**src/rtl/rv32_pkg.sv**
```systemverilog
// rtl/rv32_pkg.sv - shared RV32I core types for the writeback stage
// Contents: XLEN, load funct3 encodings, writeback FSM states.
package rv32_pkg;

   localparam int XLEN = 32;

   typedef enum logic [2:0] {
      LB  = 3'b000,
      LH  = 3'b001,
      LW  = 3'b010,
      LBU = 3'b100,
      LHU = 3'b101
   } load_funct3_e;

   typedef enum logic [1:0] {
      IDLE,
      MEM_WAIT,
      WRITE,
      FAULT
   } wb_state_e;

endpackage

```
**src/rtl/load_aligner.sv**
```systemverilog
// rtl/load_aligner.sv - combinational load data alignment and sign/zero extension
// Ports:
//   funct3  [2:0]  load width/sign encoding
//   offset  [1:0]  low address bits of the load
//   rdata   [31:0] word returned by data memory
//   data    [31:0] aligned, extended load value
//   illegal        funct3 is not a legal load encoding
module load_aligner
   import rv32_pkg::*;
(
   input  logic [2:0]      funct3,
   input  logic [1:0]      offset,
   input  logic [XLEN-1:0] rdata,
   output logic [XLEN-1:0] data,
   output logic            illegal
);

   logic [7:0]  byte_sel;
   logic [15:0] half_sel;

   always_comb begin
      case (offset)
         2'd0:    byte_sel = rdata[7:0];
         2'd1:    byte_sel = rdata[15:8];
         2'd2:    byte_sel = rdata[23:16];
         default: byte_sel = rdata[31:24];
      endcase
      // Halfword selection looks only at offset[1]; offset[0] is either
      // trapped upstream or deliberately ignored.
      half_sel = offset[1] ? rdata[31:16] : rdata[15:0];

      data    = rdata;
      illegal = 1'b0;
      case (funct3)
         LB:      data = {{24{byte_sel[7]}}, byte_sel};
         LBU:     data = {24'h0, byte_sel};
         LH:      data = {{16{half_sel[15]}}, half_sel};
         LHU:     data = {16'h0, half_sel};
         LW:      data = rdata;
         default: illegal = 1'b1;
      endcase
   end

endmodule

```
**src/rtl/writeback_stage.sv**
```systemverilog
// rtl/writeback_stage.sv - RV32I writeback stage with data-memory load path
// Optional build macro: LOAD_MISALIGN_TRAP_EN (misaligned LH/LHU/LW fault
// instead of silently ignoring the low address bits).
// Ports:
//   clk, rst (sync, active-low)
//   in_valid/in_ready, in_rd, in_reg_write, in_is_load, in_funct3,
//   in_alu_result                  retiring instruction from execute
//   dmem_req, dmem_addr, dmem_ack, dmem_rdata   data-memory read port
//   rf_write_enable, rf_rd, rf_write_data       register file write port
//   load_fault                     one-cycle fault pulse
module writeback_stage
   import rv32_pkg::*;
#(
   parameter int TIMEOUT_CYCLES = 64
) (
   input  logic            clk,
   input  logic            rst,
   input  logic            in_valid,
   output logic            in_ready,
   input  logic [4:0]      in_rd,
   input  logic            in_reg_write,
   input  logic            in_is_load,
   input  logic [2:0]      in_funct3,
   input  logic [XLEN-1:0] in_alu_result,
   output logic            dmem_req,
   output logic [XLEN-1:0] dmem_addr,
   input  logic            dmem_ack,
   input  logic [XLEN-1:0] dmem_rdata,
   output logic            rf_write_enable,
   output logic [4:0]      rf_rd,
   output logic [XLEN-1:0] rf_write_data,
   output logic            load_fault
);

   localparam logic [7:0] TIMEOUT_LIMIT = 8'(TIMEOUT_CYCLES);

   wb_state_e       state_q, state_d;
   logic [7:0]      cnt_q, cnt_d;
   logic [4:0]      rd_q, rd_d;
   logic            reg_write_q, reg_write_d;
   logic [2:0]      funct3_q, funct3_d;
   logic [XLEN-1:0] addr_q, addr_d;
   logic [4:0]      rf_rd_q, rf_rd_d;
   logic [XLEN-1:0] wdata_q, wdata_d;

   logic [2:0]      aln_funct3;
   logic [XLEN-1:0] aln_data;
   logic            aln_illegal;
   logic            misalign;

   // One aligner serves both phases: in IDLE it screens the incoming funct3,
   // in MEM_WAIT it formats the returned word for the captured load.
   assign aln_funct3 = (state_q == IDLE) ? in_funct3 : funct3_q;

   load_aligner u_load_aligner (
      .funct3  (aln_funct3),
      .offset  (addr_q[1:0]),
      .rdata   (dmem_rdata),
      .data    (aln_data),
      .illegal (aln_illegal)
   );

`ifdef LOAD_MISALIGN_TRAP_EN
   always_comb begin
      misalign = 1'b0;
      if ((in_funct3 == LH || in_funct3 == LHU) && in_alu_result[0])
         misalign = 1'b1;
      if (in_funct3 == LW && in_alu_result[1:0] != 2'b00)
         misalign = 1'b1;
   end
`else
   assign misalign = 1'b0;
`endif

   always_comb begin
      state_d     = state_q;
      cnt_d       = cnt_q;
      rd_d        = rd_q;
      reg_write_d = reg_write_q;
      funct3_d    = funct3_q;
      addr_d      = addr_q;
      rf_rd_d     = rf_rd_q;
      wdata_d     = wdata_q;

      case (state_q)
         IDLE: begin
            if (in_valid) begin
               rd_d        = in_rd;
               reg_write_d = in_reg_write;
               funct3_d    = in_funct3;
               if (!in_is_load) begin
                  rf_rd_d = in_rd;
                  wdata_d = in_alu_result;
                  state_d = WRITE;
               end else if (aln_illegal || misalign) begin
                  state_d = FAULT;
               end else begin
                  addr_d  = in_alu_result;
                  cnt_d   = 8'd0;
                  state_d = MEM_WAIT;
               end
            end
         end
         MEM_WAIT: begin
            cnt_d = cnt_q + 8'd1;
            // Ack is checked first so a reply in the expiring cycle still retires.
            if (dmem_ack) begin
               rf_rd_d = rd_q;
               wdata_d = aln_data;
               state_d = WRITE;
            end else if (cnt_q + 8'd1 == TIMEOUT_LIMIT) begin
               state_d = FAULT;
            end
         end
         WRITE:   state_d = IDLE;
         FAULT:   state_d = IDLE;
         default: state_d = IDLE;
      endcase
   end

   always_ff @(posedge clk) begin
      if (!rst) begin
         state_q     <= IDLE;
         cnt_q       <= 8'd0;
         rd_q        <= 5'd0;
         reg_write_q <= 1'b0;
         funct3_q    <= 3'd0;
         addr_q      <= '0;
         rf_rd_q     <= 5'd0;
         wdata_q     <= '0;
      end else begin
         state_q     <= state_d;
         cnt_q       <= cnt_d;
         rd_q        <= rd_d;
         reg_write_q <= reg_write_d;
         funct3_q    <= funct3_d;
         addr_q      <= addr_d;
         rf_rd_q     <= rf_rd_d;
         wdata_q     <= wdata_d;
      end
   end

   assign in_ready        = (state_q == IDLE);
   assign dmem_req        = (state_q == MEM_WAIT);
   assign dmem_addr       = {addr_q[XLEN-1:2], 2'b00};
   assign rf_write_enable = (state_q == WRITE) && reg_write_q && (rf_rd_q != 5'd0);
   assign rf_rd           = rf_rd_q;
   assign rf_write_data   = wdata_q;
   assign load_fault      = (state_q == FAULT);

endmodule

```
**config.mk**
```make
export PLATFORM = sky130hd
export DESIGN_NAME = writeback_stage
export DESIGN_NICKNAME = d
export VERILOG_FILES = /design/src/rtl/rv32_pkg.sv /design/src/rtl/load_aligner.sv /design/src/rtl/writeback_stage.sv
export SDC_FILE = /design/constraint.sdc
export NUM_CORES = 1
export LEC_CHECK = 0
export CORE_UTILIZATION = 40
export DETAILED_ROUTE_END_ITERATION = 6
export GPL_TIMING_DRIVEN = 0
export PLACE_DENSITY = 0.75
export SLEW_MARGIN = 20
export SYNTH_ARGS = -nofsm -noshare
export SYNTH_HDL_FRONTEND = slang
export SYNTH_SLANG_ARGS = --single-unit
```
**constraint.sdc**
```tcl
create_clock -name clk -period 4.9 [get_ports clk]
set_input_delay 0.735 -clock clk [delete_from_list [all_inputs] [get_ports clk]]
set_output_delay 0.735 -clock clk [all_outputs]
set_load 0.03 [all_outputs]
```
==> results of run 1 <==
[kinds of logic (layout without fill, tap and decap cells)]
logic type,count (synthesis),after routing,synth area share (%)
muxes,17,17,4.74
other,1,2,0.0722
and+or+nand+nor,172,172,17.5
DFF,88,88,33.9
AOI/OAI and AO/OA,207,207,31.9
buffers and inverters,102,264,11.7
adders and majority gates,1,1,0.241
[power by group through the flow]
stage | registers [mW] | clock network [mW] | logic (mW)
floorplan | 0.862 | 0 | 0.329
global placement | 0.812 | 0 | 0.624
detailed placement | 0.813 | 0 | 0.635
CTS | 0.798 | 0.779 | 0.638
global route | 0.804 | 0.808 | 0.684
finish | 0.799 | 0.775 | 0.645
[final cells by class]
class	count	area share, %
Buffer	97	8.14
Timing Repair Buffer	146	20.3
Multi-Input combinational cell	399	39.3
Clock buffer	12	3.56
Inverter	5	0.260
Sequential cell	88	24.4
Tap cell	172	2.99
Clock inverter	4	1.06
[path summary, 6_finish.rpt]
path / cells after the start / end / slack (ns) / startpoint
setup reg to reg: 6 / rf_write_data[0] / 2.55 / state_q[1]
hold / removal: 2 / rd_q[3] / 0.46 / rd_q[3]
hold reg to reg: 2 / rd_q[3] / 0.46 / rd_q[3]
setup / recovery: 5 / rf_write_enable / 1.70 / state_q[1]
[routing by layer]
metal	GRT usage, %	routed length, um
met3	6.96	1790
met2	44.8	8370
met1	36.0	7930
met4	13.3	799
met5	0	0
[worst min-delay path: stages (launching register included)]
cell and delay (ns):
dfxtp_1 0.31, nand2_1 0.05, a21oi_1 0.05
[state kept, by name, summed over array words and instances, names as in the netlist]
signal / cells
funct3_q: 3
addr_q: 32
cnt_q: 8
reg_write_q: 1
state_q: 2
rf_write_data: 32
rd_q: 5
rf_rd: 5
[metrics by stage]
step	setup slack, ns	std cells
after global routing	1.60	923
after floorplan	2.79	589
after detailed placement	1.93	907
after global placement	1.95	907
after CTS	1.69	923
final	1.70	923
[cells in the final DEF, fill, tap and decap left out, drive strengths merged, types with 3 or more instances in the layout]
| cell | synthesis | final |
|---|---|---|
| o21ai | 26 | 26 |
| inv | 4 | 4 |
| clkbuf | 34 | 46 |
| or4 | 3 | 3 |
| nand2b | 5 | 5 |
| clkdlybuf4s50 | 0 | 146 |
| dfxtp | 88 | 88 |
| a21oi | 51 | 51 |
| o221ai | 3 | 3 |
| nand4 | 32 | 32 |
| mux4 | 6 | 6 |
| nand2 | 63 | 63 |
| buf | 63 | 63 |
| and3 | 7 | 7 |
| mux2i | 10 | 10 |
| o31ai | 34 | 34 |
| a31oi | 13 | 13 |
| o21bai | 29 | 29 |
| nor2 | 11 | 11 |
| a311oi | 28 | 28 |
| o311ai | 7 | 7 |
| nor3 | 7 | 7 |
| nand3 | 11 | 11 |
| o21a | 3 | 3 |
| nor4 | 23 | 23 |
==> impl.org, run 1 <==
** Outcome
- The flow ran to the end, and the final reports show no timing, DRC or antenna violations.

** STA
- Dividing the final minimum period by the clock period gives 65.4%.
- Setup violations remaining at the end of the flow were counted as 0.
- Normalized max-slew margin :: 44.8%
- Unrepaired setup endpoints after global routing :: no
- Total Neg Setup Slack :: 0 ns
- The number of pins exceeding their max-slew limit in the final report came to 0.
- Based on the critical path, the design can be clocked at up to 312 MHz.
- The count of final hold-check violations came to 0.
- On the final layout, the worst hold slack is 0.462 ns.
- Least-Margin Pin Slew :: 0.828 ns
- Final worst path period need :: 3.20 ns
- Layout Skew :: 0.00703 ns

** Job
- The tool flagged a number of max-cap violations equal to 0.

** Synthesis
- In the synthesized netlist the async set-or-reset flop fraction comes to 0%.
- By area the synthesized netlist is led by dfxtp_1 34%, o31ai_2 7.0%, buf_4 4.8%.
- Of the post-synthesis cell area, the dominant cell type holds approximately 34%.
- Number of flops mapped to enable cells by yosys :: 0
- The most used flip-flop cell after synthesis is dfxtp_1.
- Number of flip-flops and latches in the synthesized netlist :: 88
- Post-synthesis average cell area :: 8.84 um2
- Cell types with the highest counts after synthesis :: 88 x dfxtp_1, 62 x nand2_1, 49 x a21oi_1
- After technology mapping, the gate count stands at 588.
- Most common cell in the synthesized netlist :: dfxtp_1
- After synthesis the cells add up to 5200 um2.
- Unique cell type count in the Yosys netlist :: 61
- Cell type contributing the most total cell area after synthesis :: dfxtp_1
- YS warnings :: 0
- For this run, the register share of the synthesized area comes to 33.9%.

** Clock tree
- The clock net in this run drives a total of 88 sinks.
- CTS built an H-tree with a depth of 3.
- In this run the deepest clock path goes through 2 buffers.
- In this run, post-CTS repair resized a total of 0 instances.
- TritonCTS clock tree :: done
- Setup Buffers After CTS :: 0
- The cell sitting at the root of the clock tree is a clkbuf_16.
- At the later pin of the worst-skew pair, clock insertion delay measures 0.35 ns.
- Number of buffers inserted during clock tree synthesis :: 9
- After clock tree synthesis, the clock-pin slew on the worst setup and hold paths is approximately 0.060 ns.
- Hold repair after CTS inserted 0 buffers.

** Critical path
- Max stage delay cell, worst path :: clkdlybuf4s50_1
- On the critical path the largest part of the delay comes from buffers and inverters.
- The number of buffers and inverters on the critical path is 4.
- Worst setup path class :: flop to output port
- Critical path endpoint category :: output port
- The signal on the critical path passes through buf_4 -> buf_2 -> clkbuf_1 -> o2111a_1 -> clkdlybuf4s50_1.
- The worst setup path is launched from a flop.
- Delay of the slowest cell on the worst path :: 0.67 ns
- Endpoint arrival time on the critical path :: 2.47 ns
- At the worst endpoint, the required time is 4.16 ns.
- Maximum fanout along the worst path :: 10

** Floorplanning
- The die is roughly 120 um wide.
- Full die area :: 13500 um2
- For this configuration, the core starts out at a cell density of between 40% and 50%.
- Placeable core area :: 12600 um2
- The floorplan step set the die height to 116 um.
- Ports :: 151
- Floorplan row count :: roughly 40

** Drt
- After detailed routing, the average wire length per cell comes to 20.5 um.
- Final routed DRC violation total :: 0
- Number of iterations in the first detailed-routing pass :: 5
- The final route contains 5561 vias.
- Average via count per standard cell :: around 6
- Number of routed nets with antenna violations :: 0
- Total wirelength of the detailed-routed design :: 18900 um
- Drt initial violations :: 487

** Power and ir drop
- Net switching is 32.1% of the power.
- Dividing total power by cell area gives a power density of ~300 nW/um2.
- Total power draw :: 2.22 mW
- Sequential share of power :: 36.0%
- Per report_power, the clock group accounts for 34.9% of the total.
- The analysis attributes to cell leakage a power of 2.46 nW.
- For this design the total switching power over the nets is between 700 and 800 uW.
- Worst VDD drop :: between 0.00015 and 0.0002 V
- Cell internal power was estimated by the tool at 1.51 mW.
- Part of the total power dissipated in combinational logic :: 29.1%

** Final layout
- Cells with a size suffix above 1 make up 18.4% of the layout.
- Number of inserted filler cells in the final layout :: 1149
- The net count of the finished layout is 825.
- Multi-input gate area in the final layout :: 2830 um2
- Synthesis-to-finish area growth :: 38.7%
- With fillers left out, the area of the finished cells amounts to 7210 um2.
- Area used by sequential logic in the layout :: 1760 um2
- Ant. Diodes :: 0
- Post-Route Utilization :: 57.1%

** GRT
- Total global routing track utilization :: 28.2%
- Overflow after GRT :: 0
- Pin count of the biggest net entering global routing :: 15
- The number of antenna violations at the first check in global routing came to 0.
- The via count of the first global-routing pass was 5328.
- Global-route wire length before repair :: 28500 um

** Worst hold path
- In this run the worst hold path is classified as flop to flop.

** Place
- Total half-perimeter wirelength after legalization and detailed placement :: between 10000 and 15000 um
- Placed inst area :: 6880 um2
- Port-buffer cells :: 146
- Gpl congestion :: about 0.91
(Power assumes the default switching activity.)
==> run 2: changes to the inputs <==
--- a/config.mk
+++ b/config.mk
@@ -8,7 +8,7 @@
 export CORE_UTILIZATION = 40
 export DETAILED_ROUTE_END_ITERATION = 6
 export GPL_TIMING_DRIVEN = 0
-export PLACE_DENSITY = 0.75
+export PLACE_DENSITY = 0.78
 export SLEW_MARGIN = 20
 export SYNTH_ARGS = -nofsm -noshare
 export SYNTH_HDL_FRONTEND = slang
==> constraint.sdc (replaced) <==
create_clock -name clk -period 2.6 [get_ports clk]
set_input_delay 0.39 -clock clk [delete_from_list [all_inputs] [get_ports clk]]
set_output_delay 0.39 -clock clk [all_outputs]
set_load 0.03 [all_outputs]
==> run 2 against run 1 <==
  * Clock skew down 0.0023 ns
  * Critical endpoint is now dmem_req
  * Critical path type unchanged
  * Critical path depth increased by 1
  * Design area fell by 0.90%
==> impl.org, run 2 (synthesized netlist as in run 1, its figures left out) <==
** Clock tree
- Clock latency on the worst-skew pair, taken at its later pin, is 0.35 ns.
- Clock tree synthesis inserted a total of 9 buffers.
- Clock tree synthesis selected as its root buffer the cell clkbuf_16.
- TritonCTS clock tree :: done
- Total clock sinks :: 88
- Once the clock tree was built, the setup fixing pass inserted 0 buffers.
- In this run the number of H-tree levels came out at 3.
- Clk slew on worst S/H paths :: 0.06 ns
- Maximum clock path buffer count :: 2
- Buffers inserted to repair hold after CTS numbered 0.

** Final layout
- Synthesis-to-finish area growth :: 37.5%
- Most frequent standard cell in the layout excluding fill and tap cells :: clkdlybuf4s50_1
- In the final layout, the share of cells above drive strength 1 is between 15 and 20%.
- Number of inserted filler cells in the final layout :: 1175
- Area used by sequential logic in the layout :: 1760 um2
- The final layout contains 823 nets.
- Commonest cells after routing, fill and taps aside :: 145 x clkdlybuf4s50_1, 88 x dfxtp_1, 62 x nand2_1
- Multi-input gate area in the final layout :: 2830 um2
- Ant. Diodes :: 0

** STA
- The count of final hold-check violations was 0.
- Setup repair after global routing left no endpoint under its margin.
- Maximum clock frequency :: 398 MHz
- After layout, the minimum clock period comes to approximately 2.5 ns.
- Fraction of the cycle the final worst path needs :: 96.7%
- The number of pins exceeding their max-slew limit in the final report came to 0.
- Layout Skew :: 0.00470 ns
- Setup violations remaining at the end of the flow were counted as 0.
- Normalized max-slew margin :: between 50% and 60%
- Total Neg Setup Slack :: 0 ns
- For the pin with the worst max-slew slack, the measured transition is 0.739 ns.

** Critical path
- Buf+Inv Stages, Crit Path :: 5
- The worst register-to-register path ends at rf_write_data[7].
- Startpoint of the worst-slack reg-to-reg timing path :: state_q[1]
- The slowest stage of the critical path is the dlygate4sd2_1 cell.
- Cell breakdown of the critical path :: buf_4 -> nand2b_1 -> clkbuf_1 -> inv_1 -> clkbuf_1 -> dlygate4sd2_1
- Delay of the slowest cell on the worst path :: 0.47 ns
- For the worst setup path, the data required time is 2.21 ns.
- For the worst flop-to-flop path, the logic depth is 6.
- Critical path endpoint category :: output port
- Worst setup path class :: flop to output port
- Among the stages of the critical path, the cell type that occurs most often is clkbuf_1.
- CP Launch Type :: flop
- In this run the worst path has a maximum fanout of 10.
- In this design, the largest share of critical-path delay is due to buffers and inverters.
- STA puts the critical path data arrival time at 2.13 ns.
- Reg2Reg Setup Slack :: 0.37 ns

** Worst hold path
- WHS Path Cells :: 3
- For hold timing, the worst endpoint is addr_q[0].
- Hold Startpoint :: in_is_load
- The tightest min-delay check is of the input port to flop type.

** GRT
- Global-route track usage on met3 :: 5.18%
- Number of global-route vias before repair :: 5258
- Entering global routing, the biggest net connects 20 pins.
- Antenna violations before repair :: 0
- For this run the aggregate overflow at the end of global routing stands at 0.
- Busiest metal layer after global routing :: met2
- Global routing used 36.3% of the available met1 tracks.
- Total global routing track utilization :: 27.6%
- Global routing consumed, on the met2 layer, 43.8% of the routing resources.
- Global-route wire length before repair :: 27900 um

** Drt
- Number of iterations in the first detailed-routing pass :: 5
- The detail route stage leaves a number of antenna-violating nets equal to 0.
- In this run, the number of DRC markers left after iteration 0 of detailed routing was around 560.
- Total wirelength of the detailed-routed design :: roughly 18000 um
- Average via count per standard cell :: 5.94
- Routed length per placed instance :: 19.7 um
- After detailed routing, the number of remaining DRC violations is 0.
- The routed layout has 5467 vias.

** Place
- Total half-perimeter wirelength after legalization and detailed placement :: 13900 um
- Gpl congestion :: 0.912
- Port-buffer cells :: 146

** Power and ir drop
- Summed over all cells, the static leakage comes to about 2.4 nW.
- Dividing total power by cell area gives a power density of 550 nW/um2.
- Worst VDD drop :: 0.000252 V
- After layout, the design draws a total of 3.93 mW.

** Outcome
- Status :: completed

** Floorplanning
- Floorplan row count :: slightly above 40
- Die width :: 116 um
- 151 I/O pins were placed.
- Initial Utilization :: between 40% and 50%
- Placeable core area :: 12600 um2
- Full die area :: 13500 um2
- The floorplan step set the die height to 116 um.

** Job
- Maximum Capacitance Violations :: 0
[run 2: area by class of cell]
class                   count  area share, %
plain buffers              95           8.14
clock buffers              10           3.35
clock inverters             6          0.490
inverters                   5          0.263
multi-input cells         399           39.6
flip-flops and latches     88           24.7
well taps                 172           3.01
repair buffers            146           20.4
[run 2: per-layer routing]
metal | wire (um) | part of all wire, % | up-vias
met2 | 8290 | 46 | 338
met1 | 7480 | 41 | 2556
li1 | - | - | 2527
met4 | 576 | 3.2 | 0
met3 | 1760 | 9.7 | 46
met5 | 0 | 0 | -
[run 2: stage by stage]
step	utilization, %	area (um2)	hold WS, ns	std cells	worst slack [ns]
2_1_floorplan	-	5200	0.437	589	0.646
3_3_place_gp	54.5	6880	0.442	907	0.0362
3_5_place_dp	54.5	6880	0.448	907	0.0488
4_1_cts	56.6	7150	0.441	922	0.0580
5_1_grt	56.6	7140	0.471	921	0.0202
6_report	56.6	7140	0.452	921	0.0849
[run 2: worst max path at each step]
| stage | startpoint | to | slack (ns) | depth (start not counted) |
|---|---|---|---|---|
| global placement | in_funct3[1] | rf_write_data[7] | 0.04 | 6 |
| finish | state_q[1] | dmem_req | 0.08 | 6 |
| floorplan | state_q[0] | addr_q[27] | 0.65 | 7 |
| detailed placement | in_funct3[1] | rf_write_data[7] | 0.05 | 6 |
| global route | state_q[1] | dmem_req | 0.02 | 6 |
| CTS | state_q[0] | load_fault | 0.06 | 5 |
[run 2: repair_timing]
item,in CTS,in global routing
hold endpoints to repair,0,0
setup endpoints to repair,3,2
resized for setup,1,1
[run 2: power by group]
| part | leakage [nW] | internal [mW] | switching (mW) |
|---|---|---|---|
| combinational | 1.59 | 0.497 | 0.707 |
| clock | 0.134 | 0.666 | 0.553 |
| sequential | 0.720 | 1.44 | 0.0639 |
[run 2: tightest hold or removal path, cell delays in order]
cell and delay [ns]:
buf_2 0.19, nand4_1 0.12, a21oi_1 0.05
